==> config.mk <==
export PLATFORM = sky130hd
export DESIGN_NAME = mem_arbiter_2p
export DESIGN_NICKNAME = d
export VERILOG_FILES = /design/src/rtl/mem_arb_pkg.sv /design/src/rtl/mem_arb_id_fifo.sv /design/src/rtl/mem_arbiter_2p.sv
export SDC_FILE = /design/constraint.sdc
export NUM_CORES = 1
export LEC_CHECK = 0
export CAP_MARGIN = 0
export CORE_AREA = 2 2 106 108
export CTS_BUF_LIST = sky130_fd_sc_hd__clkbuf_16
export CTS_CLUSTER_SIZE = 30
export DETAILED_ROUTE_END_ITERATION = 7
export DIE_AREA = 0 0 108 110
export GPL_ROUTABILITY_DRIVEN = 0
export SLEW_MARGIN = 30
export SYNTH_ARGS = -nofsm -noshare
export SYNTH_HDL_FRONTEND = slang
export SYNTH_HIERARCHICAL = 1
export SYNTH_SLANG_ARGS = --single-unit
==> constraint.sdc <==
create_clock -name clk_i -period 5.1 [get_ports clk_i]
set_input_delay 1.02 -clock clk_i [delete_from_list [all_inputs] [get_ports clk_i]]
set_output_delay 1.02 -clock clk_i [all_outputs]
set_load 0.02 [all_outputs]
==> src/rtl/mem_arb_pkg.sv <==
// Shared types for the two-port memory arbiter: port identifiers and the data width.
package mem_arb_pkg;

    typedef enum logic {
        INSTR = 1'b0,
        DATA  = 1'b1
    } port_id_t;

    localparam int MEM_ARB_DATA_W = 32;

endpackage

==> src/rtl/mem_arb_id_fifo.sv <==
// Owner-ID FIFO: remembers which port issued each outstanding memory transaction.
module mem_arb_id_fifo
    import mem_arb_pkg::*;
#(
    parameter int DEPTH = 4
) (
    input  logic clk_i,
    input  logic rst_i,
    input  logic push_i,
    input  logic push_id_i,
    input  logic pop_i,
    output logic full_o,
    output logic empty_o,
    output logic head_o
);

    localparam int PTR_W = $clog2(DEPTH);
    localparam int CNT_W = PTR_W + 1;

    logic [PTR_W-1:0] wr_ptr_q, wr_ptr_d;
    logic [PTR_W-1:0] rd_ptr_q, rd_ptr_d;
    logic [CNT_W-1:0] count_q, count_d;
    port_id_t         id_q [DEPTH];
    port_id_t         id_d [DEPTH];
    logic             push_ok;
    logic             pop_ok;

    assign full_o  = (count_q == CNT_W'(DEPTH));
    assign empty_o = (count_q == '0);
    assign head_o  = id_q[rd_ptr_q];

    // Guard internally so a misbehaving caller cannot corrupt the count.
    assign push_ok = push_i & ~full_o;
    assign pop_ok  = pop_i & ~empty_o;

    always_comb begin
        wr_ptr_d = wr_ptr_q;
        rd_ptr_d = rd_ptr_q;
        count_d  = count_q;
        if (push_ok) begin
            wr_ptr_d = wr_ptr_q + PTR_W'(1);
        end
        if (pop_ok) begin
            rd_ptr_d = rd_ptr_q + PTR_W'(1);
        end
        case ({push_ok, pop_ok})
            2'b10:   count_d = count_q + CNT_W'(1);
            2'b01:   count_d = count_q - CNT_W'(1);
            default: count_d = count_q;
        endcase
    end

    always_ff @(posedge clk_i or posedge rst_i) begin
        if (rst_i) begin
            wr_ptr_q <= '0;
            rd_ptr_q <= '0;
            count_q  <= '0;
        end else begin
            wr_ptr_q <= wr_ptr_d;
            rd_ptr_q <= rd_ptr_d;
            count_q  <= count_d;
        end
    end

    genvar gi;
    generate
        for (gi = 0; gi < DEPTH; gi++) begin : g_entry
            always_comb begin
                id_d[gi] = id_q[gi];
                if (push_ok && (wr_ptr_q == PTR_W'(gi))) begin
                    id_d[gi] = port_id_t'(push_id_i);
                end
            end

            always_ff @(posedge clk_i or posedge rst_i) begin
                if (rst_i) begin
                    id_q[gi] <= INSTR;
                end else begin
                    id_q[gi] <= id_d[gi];
                end
            end
        end
    endgenerate

endmodule

==> src/rtl/mem_arbiter_2p.sv <==
// Shares one req/gnt/rvalid memory between instruction-fetch and load/store ports.
// Define MEM_ARB_ROUND_ROBIN_EN for round-robin on contention; otherwise DATA has fixed priority.
module mem_arbiter_2p
    import mem_arb_pkg::*;
#(
    parameter int DEPTH = 4,
    parameter int ADR_W = 32
) (
    input  logic                      clk_i,
    input  logic                      rst_i,
    input  logic                      instr_req_i,
    input  logic [ADR_W-1:0]          instr_adr_i,
    output logic                      instr_gnt_o,
    output logic                      instr_rvalid_o,
    output logic [MEM_ARB_DATA_W-1:0] instr_read_o,
    input  logic                      data_req_i,
    input  logic [ADR_W-1:0]          data_adr_i,
    input  logic [MEM_ARB_DATA_W-1:0] data_write_i,
    input  logic                      data_write_enable_i,
    output logic                      data_gnt_o,
    output logic                      data_rvalid_o,
    output logic [MEM_ARB_DATA_W-1:0] data_read_o,
    output logic                      mem_req_o,
    output logic [ADR_W-1:0]          mem_adr_o,
    output logic [MEM_ARB_DATA_W-1:0] mem_write_o,
    output logic                      mem_write_enable_o,
    input  logic                      mem_gnt_i,
    input  logic                      mem_rvalid_i,
    input  logic [MEM_ARB_DATA_W-1:0] mem_read_i,
    output logic                      err_o
);

    logic fifo_full;
    logic fifo_empty;
    logic head_id;
    logic instr_elig;
    logic data_elig;
    logic data_on_contention;
    logic data_wins;
    logic accept;
    logic pop;
    logic err_q, err_d;

    // A full FIFO blocks new grants even when a response retires in the same cycle.
    assign instr_elig = instr_req_i & ~fifo_full;
    assign data_elig  = data_req_i & ~fifo_full;
    assign data_wins  = data_elig & (~instr_elig | data_on_contention);
    assign accept     = mem_req_o & mem_gnt_i;
    assign pop        = mem_rvalid_i & ~fifo_empty;

`ifdef MEM_ARB_ROUND_ROBIN_EN
    port_id_t last_q, last_d;

    always_comb begin
        last_d = last_q;
        if (accept) begin
            last_d = data_wins ? DATA : INSTR;
        end
    end

    always_ff @(posedge clk_i or posedge rst_i) begin
        if (rst_i) begin
            last_q <= DATA;
        end else begin
            last_q <= last_d;
        end
    end

    assign data_on_contention = (last_q == INSTR);
`else
    assign data_on_contention = 1'b1;
`endif

    always_comb begin
        mem_req_o          = instr_elig | data_elig;
        mem_adr_o          = '0;
        mem_write_o        = '0;
        mem_write_enable_o = 1'b0;
        if (data_wins) begin
            mem_adr_o          = data_adr_i;
            mem_write_o        = data_write_i;
            mem_write_enable_o = data_write_enable_i;
        end else if (instr_elig) begin
            mem_adr_o = instr_adr_i;
        end
    end

    assign instr_gnt_o = mem_gnt_i & instr_elig & ~data_wins;
    assign data_gnt_o  = mem_gnt_i & data_wins;

    assign instr_rvalid_o = pop & (port_id_t'(head_id) == INSTR);
    assign data_rvalid_o  = pop & (port_id_t'(head_id) == DATA);
    assign instr_read_o   = mem_read_i;
    assign data_read_o    = mem_read_i;

    always_comb begin
        err_d = err_q | (mem_rvalid_i & fifo_empty);
    end

    always_ff @(posedge clk_i or posedge rst_i) begin
        if (rst_i) begin
            err_q <= 1'b0;
        end else begin
            err_q <= err_d;
        end
    end

    assign err_o = err_q;

    mem_arb_id_fifo #(
        .DEPTH(DEPTH)
    ) u_id_fifo (
        .clk_i     (clk_i),
        .rst_i     (rst_i),
        .push_i    (accept),
        .push_id_i (data_wins),
        .pop_i     (pop),
        .full_o    (fifo_full),
        .empty_o   (fifo_empty),
        .head_o    (head_id)
    );

endmodule

Word level (Yosys, flattened, before mapping)
Cells that the tools add are included.
- div/mod/pow operators: 0
- $lt $le $gt $ge: 1
- $add $sub $neg: 4
- reduce and logical (&&, ||, !) cells: 7
- bitwise logic cells: 19
- eq/ne operators: 6
- mux-type cells: 8
- multiply operators: 0
- shift operators: 0
- operator list (cell ; number):
    2-to-1 mux 32 bit ; 3
    bitwise AND 1 bit ; 12
    equality test 2 bit, second input constant ; 3
    case mux 3 bit (2 select lines) ; 1
    adder 2 x 1 -> 2 bit, second input constant ; 2
    equality test 2 x 1 -> 1 bit, second input constant ; 2
    logical AND 1 bit ; 4
    NOT 1 bit ; 4
    adder 3 x 1 -> 3 bit, second input constant ; 1
    equality test 3 bit, second input constant ; 1
    greater-or-equal comparator 3 bit, second input constant ; 1
    zero test 3 bit ; 1
    2-to-1 mux 1 bit ; 3
    NOT 2 -> 3 bit ; 1
    subtractor 3 x 1 -> 3 bit, second input constant ; 1
    binary-select mux 1 bit (select 2 bit) ; 1
    zero test 2 bit ; 1
    OR 1 bit ; 2
    nonzero test 2 bit ; 1
- latch bits: 0
- output and inout bits: 135
- flip-flop bits (word level): 12
- memory bits (read-only): 0
- memory bits (writable): 0
- memories kept: 0

Depth between registers and ports, before layout
- word-level depth: 8
- gate-level depth with buffers: 11

Cells and area by module
Netlist, hierarchy kept.
- by module, submodules not included (module ; cells an instance ; area an instance (um^2) ; times used ; seq. area each (um^2)):
    mem_arbiter_2p ; 156 ; 1201.2 ; 1 ; 25.0
    mem_arb_id_fifo ; 55 ; 609.3 ; 1 ; 275.3

Worst setup path after synthesis
No wires, ideal clock.
- kind: input to output
- from: input instr_req_i
- to: output instr_gnt_o
- slack: 2197 ps
- arrival: 1883 ps
- cell stages on the path: 2
- required time: 4080 ps
- cells stage by stage: buf_2 > nor4bb_1
- cells in the longest elaborated chain, start to end: 3
- RTL lines (item ; line ; source):
    start, declared ; mem_arbiter_2p.sv:11 ; input logic instr_req_i,
    bitwise AND 1 bit ; mem_arbiter_2p.sv:45 ; assign instr_elig = instr_req_i & ~fifo_full;
    bitwise AND 1 bit (2 in a row) ; mem_arbiter_2p.sv:88 ; assign instr_gnt_o = mem_gnt_i & instr_elig & ~data_wins;
    end, declared ; mem_arbiter_2p.sv:13 ; output logic instr_gnt_o,
Every way passes these cells.

Worst setup path after layout
- from: input data_req_i
- to: output mem_adr_o[2]
- cells in the longest elaborated chain, start to end: 2
- RTL lines (item ; line ; source):
    start, declared ; mem_arbiter_2p.sv:16 ; input logic data_req_i,
    bitwise AND 1 bit ; mem_arbiter_2p.sv:46 ; assign data_elig = data_req_i & ~fifo_full;
    2-to-1 mux 32 bit ; mem_arbiter_2p.sv:79 ; if (data_wins) begin
    end, declared ; mem_arbiter_2p.sv:24 ; output logic [ADR_W-1:0] mem_adr_o,
Every way passes these cells.

==> flow_metrics.tcl <==
set metrics [dict create \
    fp.dieH_microns 110 \
    clock_latency_ps 240 \
    drtPass1Iterations 4 \
    cp_slowest_stage_delay_ps 610 \
    worst_pin_slew_ps 627 \
    antenna_found_initial 0 \
    antenna_cells 0 \
    slew_headroom_pct 58.1 \
    synth_cell_types 28 \
    die_x_microns 108 \
    finalCritPeriodShare_pct 78.6 \
    final_cell_mix "clkdlybuf4s50_1, and2_1, a32o_1" \
    crit_type "primary input to output pin" \
    cts_tree "yes" \
    finalCriticalPeriod_ps 4010 \
    clock_skew_ps 0.598 \
    status "complete, no violations" \
    hpwl_microns 6290 \
    vias_per_cell 4.21 \
    fillerInstances 1159 \
    yosysSeqAreaShare_pct 16.6 \
    worstPathBufferInverterCount 3 \
    hold_violations 0 \
    met1Wirelength_microns 3190 \
    drt_iter0_drc 85 \
    fin_ws_ps 1090 \
    io_pins 270 \
    met3WireLength_microns 878 \
    syn_area_per_cell_sq_um 8.58 \
    start_kind "primary input" \
    rsz0062_at_grt "false" \
    wl_microns 7850 \
    hp-class "register to register" \
    synthCells 211 \
    clkSlewWorstSetupHoldPaths_ps 40 \
    crit_family "buffers and inverters" \
    cts_made_buffers 3 \
    finalSetupViolCount 0 \
    met2WireLength_microns 3750 \
    core_area_sq_mm 0.0107 \
    htree_levels 1 \
    setup-tns-final_ps 0 \
    synthesis.nets 352 \
    ir_drop_mv 0.262 \
    drc 0 \
    cp_max_fo 57 \
    area_growth_pct 79.6 \
    path_cells "clkdlybuf4s50_1 > nor2b_4 > buf_12 > a32o_1 > clkdlybuf4s50_1" \
    drive_gt1_share_pct 3.85 \
    ys_seq_elements 12 \
    critPathArrivalTime_ps 2990 \
    initial_core_util_pct 16.9 \
    layout_commonest_cell "clkdlybuf4s50_1" \
    netlist_area_sq_mm 0.00181 \
    ant_nets 0 \
    hold_slack_ps 473 \
    clock_sinks 12 \
    num_rows 38 \
    ys.warnings.count 6 \
    path_common_cell "clkdlybuf4s50_1" \
    drv_slew 0 \
    top_layer_used "met4" \
    num_vias 1905 \
    place_ws_ps 1090 \
    wl_per_cell_microns 17.4 \
    slowest_stage "clkdlybuf4s50_1" \
    p_leak_nw 1.21 \
    post_cts_buffers 0 \
    grt_pass1_vias 1866 \
    critPathRequiredTime_ps 4080 \
    powerDensity_mw_per_mm2 342 \
    io_buffers 173 \
    cp-end-kind "output pin" \
    design.die.area_sq_mm 0.0119 \
    ctsHoldBuffers 0 \
    cts_max_path_buffers 2 \
    grt_first_pass_wirelength_microns 10600 \
    fmax_mhz 250 \
    root_buffer "clkbuf_16" \
    cts_resized 0 \
    timing.max_cap.violations 0 \
    grt_max_degree 58 \
    overflow 0 \
    nets 454 \
    grtUsageTotal_pct 11.5 \
]
[path summary, 6_finish.rpt]
path | slack (ps) | cells past startpoint | to | startpoint
worst min-delay path | 470 | 1 | err_o$_DFF_PP0_ | err_o$_DFF_PP0_
max in group asynchronous | 3690 | 2 | u_id_fifo/id_q[3]$_DFFE_PP0P_ | rst_i
worst max-delay path | 1090 | 5 | mem_adr_o[2] | data_req_i
worst min register to register | 470 | 1 | err_o$_DFF_PP0_ | err_o$_DFF_PP0_
min in group asynchronous | 940 | 2 | err_o$_DFF_PP0_ | rst_i
worst max register to register | 2480 | 9 | u_id_fifo/count_q[2]$_DFFE_PP0P_ | u_id_fifo/count_q[0]$_DFFE_PP0P_
[metrics by stage]
| step | util (%) | area (sq um) | power [mW] | std cells |
|---|---|---|---|---|
| final | 30.4 | 3250 | 1.11 | 452 |
| after global placement | 29.7 | 3170 | 0.960 | 448 |
| after CTS | 30.4 | 3250 | 1.12 | 452 |
| after global routing | 30.4 | 3250 | 1.19 | 452 |
| after detailed placement | 29.7 | 3170 | 0.967 | 448 |
| after floorplan | - | 1810 | 0.701 | 211 |
[layer usage]
layer,GRT usage [%],up-vias
li1,-,871
met1,14.6,882
met2,19.9,148
met3,3.23,4
met4,1.83,0
met5,0,-
[state kept, by name (all words and copies together) (netlist names)]
register            cells
u_id_fifo/wr_ptr_q      2
u_id_fifo/id_q          4
u_id_fifo/count_q       3
u_id_fifo/rd_ptr_q      2
err_o                   1
[synth_stat cells (all sizes together)]
master | number | area [sq um]
o21ai | 8 | 40.0
inv | 7 | 26.3
dfrtp | 12 | 300
mux2 | 1 | 15.0
clkbuf | 3 | 11.3
ha | 5 | 62.6
xnor2 | 3 | 26.3
nor3 | 1 | 5.00
a21o | 1 | 7.51
nand2 | 9 | 33.8
mux2i | 1 | 10.0
nor2b | 3 | 26.3
xor2 | 3 | 26.3
a32o | 32 | 320
buf | 76 | 568
nor4bb | 1 | 10.0
nor3b | 2 | 26.3
mux4 | 1 | 22.5
fa | 1 | 20.0
and2 | 35 | 219
nor2 | 4 | 17.5
nand2b | 1 | 6.26
o31a | 1 | 10.0
[logic make-up (layout without fill, tap and decap cells)]
family                   count (synthesis)  in the layout  share of synthesized area, %
buffers and inverters                   86            187                          33.4
flip-flops                              12             12                          16.6
AND/OR/NAND/NOR                         56             56                          19.0
AO/OA/AOI/OAI                           42             42                          20.9
XOR/XNOR                                 6              6                          2.90
adder cells (fa/ha/maj)                  6              6                          4.56
multiplexers                             3              3                          2.63
[worst reg2reg max path: stages, from the launching register on]
cell and delay [ps]:
dfrtp_1 450, nor3b_4 480, nor3b_1 230, nand2b_1 300, ha_1 240, inv_1 60
fa_1 370, xor2_1 150, nor2_1 130, xor2_1 150
[power by group]
part / total (mW) / internal [mW] / switching [mW]
registers: 0.192 / 0.145 / 0.0468
clock network: 0.144 / 0.103 / 0.0404
logic: 0.776 / 0.400 / 0.376
total: 1.11 / 0.648 / 0.463
[area by class of cell]
| cell class | instances | area, sq um | area share [%] |
|---|---|---|---|
| clock inverter | 1 | 3.75 | 0.115 |
| clock buffer | 3 | 75.1 | 2.31 |
| timing repair buffer | 176 | 1770 | 54.3 |
| inverter | 7 | 26.3 | 0.808 |
| sequential | 12 | 300 | 9.23 |
| tap | 140 | 175 | 5.39 |
| multi-input combinational | 113 | 905 | 27.8 |
(Power assumes the default switching activity.)
==> edit: new RTL, same settings <==
Register the output `err_o` once more, cleared by the reset; this adds one clock of latency there. The other outputs are not delayed to match.
--- a/src/rtl/mem_arbiter_2p.sv
+++ b/src/rtl/mem_arbiter_2p.sv
@@ -105,7 +105,13 @@
         end
     end
 
-    assign err_o = err_q;
+    always_ff @(posedge clk_i or posedge rst_i) begin
+        if (rst_i) begin
+            err_o <= '0;
+        end else begin
+            err_o <= err_q;
+        end
+    end
 
     mem_arb_id_fifo #(
         .DEPTH(DEPTH)
Formal check against the unedited RTL: not equivalent (a bounded check fails within 4 cycles, from zero or initial values and one cycle with rst_i high).
==> edit against the unedited design <==
  * Final cell count rose by 0.22%
  * Maximum frequency fell by 3.0%
  * Worst setup slack got worse by 120 ps
  * Utilization rose by 0.13 points
  * Area after synthesis rose by 1.4%
  * Count of clock-buffer cells in the layout did not move
  * Design area rose by 0.42%
  * Routed wire length fell by 8.8%
  * Power fell by 0.54%
  * Largest cell class unchanged
  * Non-clock buffer count did not move
  * First-iteration DRC count rose by 2.4%
  * Sequential cell count rose by 1
==> edit: results (changes against the unedited design) <==
avgSynthCellArea_sq_um: 8.66  # +0.90%
first_pass_iters: 6  # +2
grt_max_degree: 71  # +22%
drive_gt1_share_pct: 4.15  # +0.31 points
synthTopCellsByCount: "buf_4 (65), and2_1 (35), a32o_1 (32), dfrtp_1 (13), nand2_1 (9)"
viasPerCell: 4.01  # -4.9%
biggestRegsByFlops: "u_id_fifo/id_q: 4 flops, u_id_fifo/count_q: 3 flops"
clock_skew_ps: 2.35  # +1.75 ps
antenna_found_initial: 0  # unchanged
clk_pin_slew_ps: 40  # about the same
fill_cells: 1106  # -4.6%
final_nets: 455  # +0.22%
placed_area_sq_um: 3190  # +0.39%
asyncSetResetFlopFracSynth_pct: 100  # unchanged
power.leakage_nw: 1.22  # +0.62%
cts_buffers: 3  # unchanged
synth_top_flop_cell: "dfrtp_1"
grtUsageMet3_pct: 4.53  # +1.3 points
critical_path.max_stage_delay_ps: 620
place_hpwl_microns: 5730  # -8.8%
port_buffers: 173  # unchanged
syn-num-nets: 353  # +0.28%
drt-total-wl_microns: 7160  # -8.8%
ir_worst_vdd_v: 0.000169  # -35%
status: "complete, no violations"
post_cts_resized: 0  # unchanged
ys_warn_count: 6  # unchanged
hold_class: "reg -> reg"
slowest_stage: "clkdlybuf4s50_1"
met2_usage_pct: 18.5  # -1.4 points
relSlewSlack_pct: 57.6  # -0.53 points
synth.distinct_cells: 28  # unchanged
worstPathMaxFanout: 70  # +23%
grt_pass1_vias: 1719  # -7.9%
cts-root-buf: "clkbuf_16"
grt_util_met1_pct: 11.3  # -3.3 points
routedWlPerCell_microns: 15.8  # -9.0%
htree_levels: 1  # unchanged
clk_latency_ps: 240  # about the same
clockBufferDepth: 2  # unchanged
ys_seq_area_share_pct: 17.7  # +1.1 points
diodes: 0  # unchanged
synth_area_leaders: "buf_4 (27%), dfrtp_1 (18%), a32o_1 (17%)"
drtIter0Drc: 87  # +2.4%
pre_cts_ws_ps: 955  # -134 ps
gr-usage-all-layers_pct: 10.3  # -1.3 points
grt_pass1_wl_microns: 9520  # -10%
post-cts-setup-buffers: 0  # unchanged
-- edit: changes by cell type after synthesis --
cell	unedited run	this run
dfrtp_1	12	13
-- edit: final timing paths --
kind / start / endpoint / slack, ps / cells after the start
hold reg to reg: err_q / err_o / 380 / 0
max in group asynchronous: rst_i / u_id_fifo/rd_ptr_q[0] / 3710 / 2
setup / recovery: data_req_i / mem_adr_o[2] / 970 / 5
setup reg to reg: u_id_fifo/count_q[0] / u_id_fifo/count_q[2] / 2460 / 9
min in group asynchronous: rst_i / err_q / 960 / 2
hold / removal: err_q / err_o / 380 / 0
-- edit: worst max-delay path, delay by kind of cell --
kind	cells	cell delay [ps]
AO/OA/AOI/OAI	1	240
AND/OR/NAND/NOR	1	160
buffers and inverters	3	1680
-- edit: cell type report --
type | count | area (sq um) | area share [%]
clock buffer | 3 | 75.1 | 2.30
clock inverter | 1 | 5.00 | 0.153
inverter | 7 | 26.3 | 0.805
sequential | 13 | 325 | 9.96
multi-input combinational | 113 | 905 | 27.7
tap | 140 | 175 | 5.36
timing repair buffer | 176 | 1750 | 53.7
-- edit: routing by layer --
metal | part of all wire (%) | up-vias
met5 | 0 | -
met4 | 0.61 | 0
met3 | 14 | 3
met2 | 49 | 125
met1 | 37 | 817
li1 | - | 871
-- edit: power by group --
| part | internal [mW] | switching, mW |
|---|---|---|
| clock network | 0.104 | 0.0437 |
| registers | 0.156 | 0.0461 |
| logic | 0.394 | 0.361 |
| total | 0.654 | 0.451 |
-- edit: kinds of logic (layout without fill, tap and decap cells) --
family	Yosys count	after routing	share of synthesized area, %
adder cells (fa/ha/maj)	6	6	4.50
buffers and inverters	86	187	33.0
AO/OA/AOI/OAI	42	42	20.6
flip-flops	13	13	17.7
AND/OR/NAND/NOR	56	56	18.7
XOR/XNOR	6	6	2.86
multiplexers	3	3	2.59
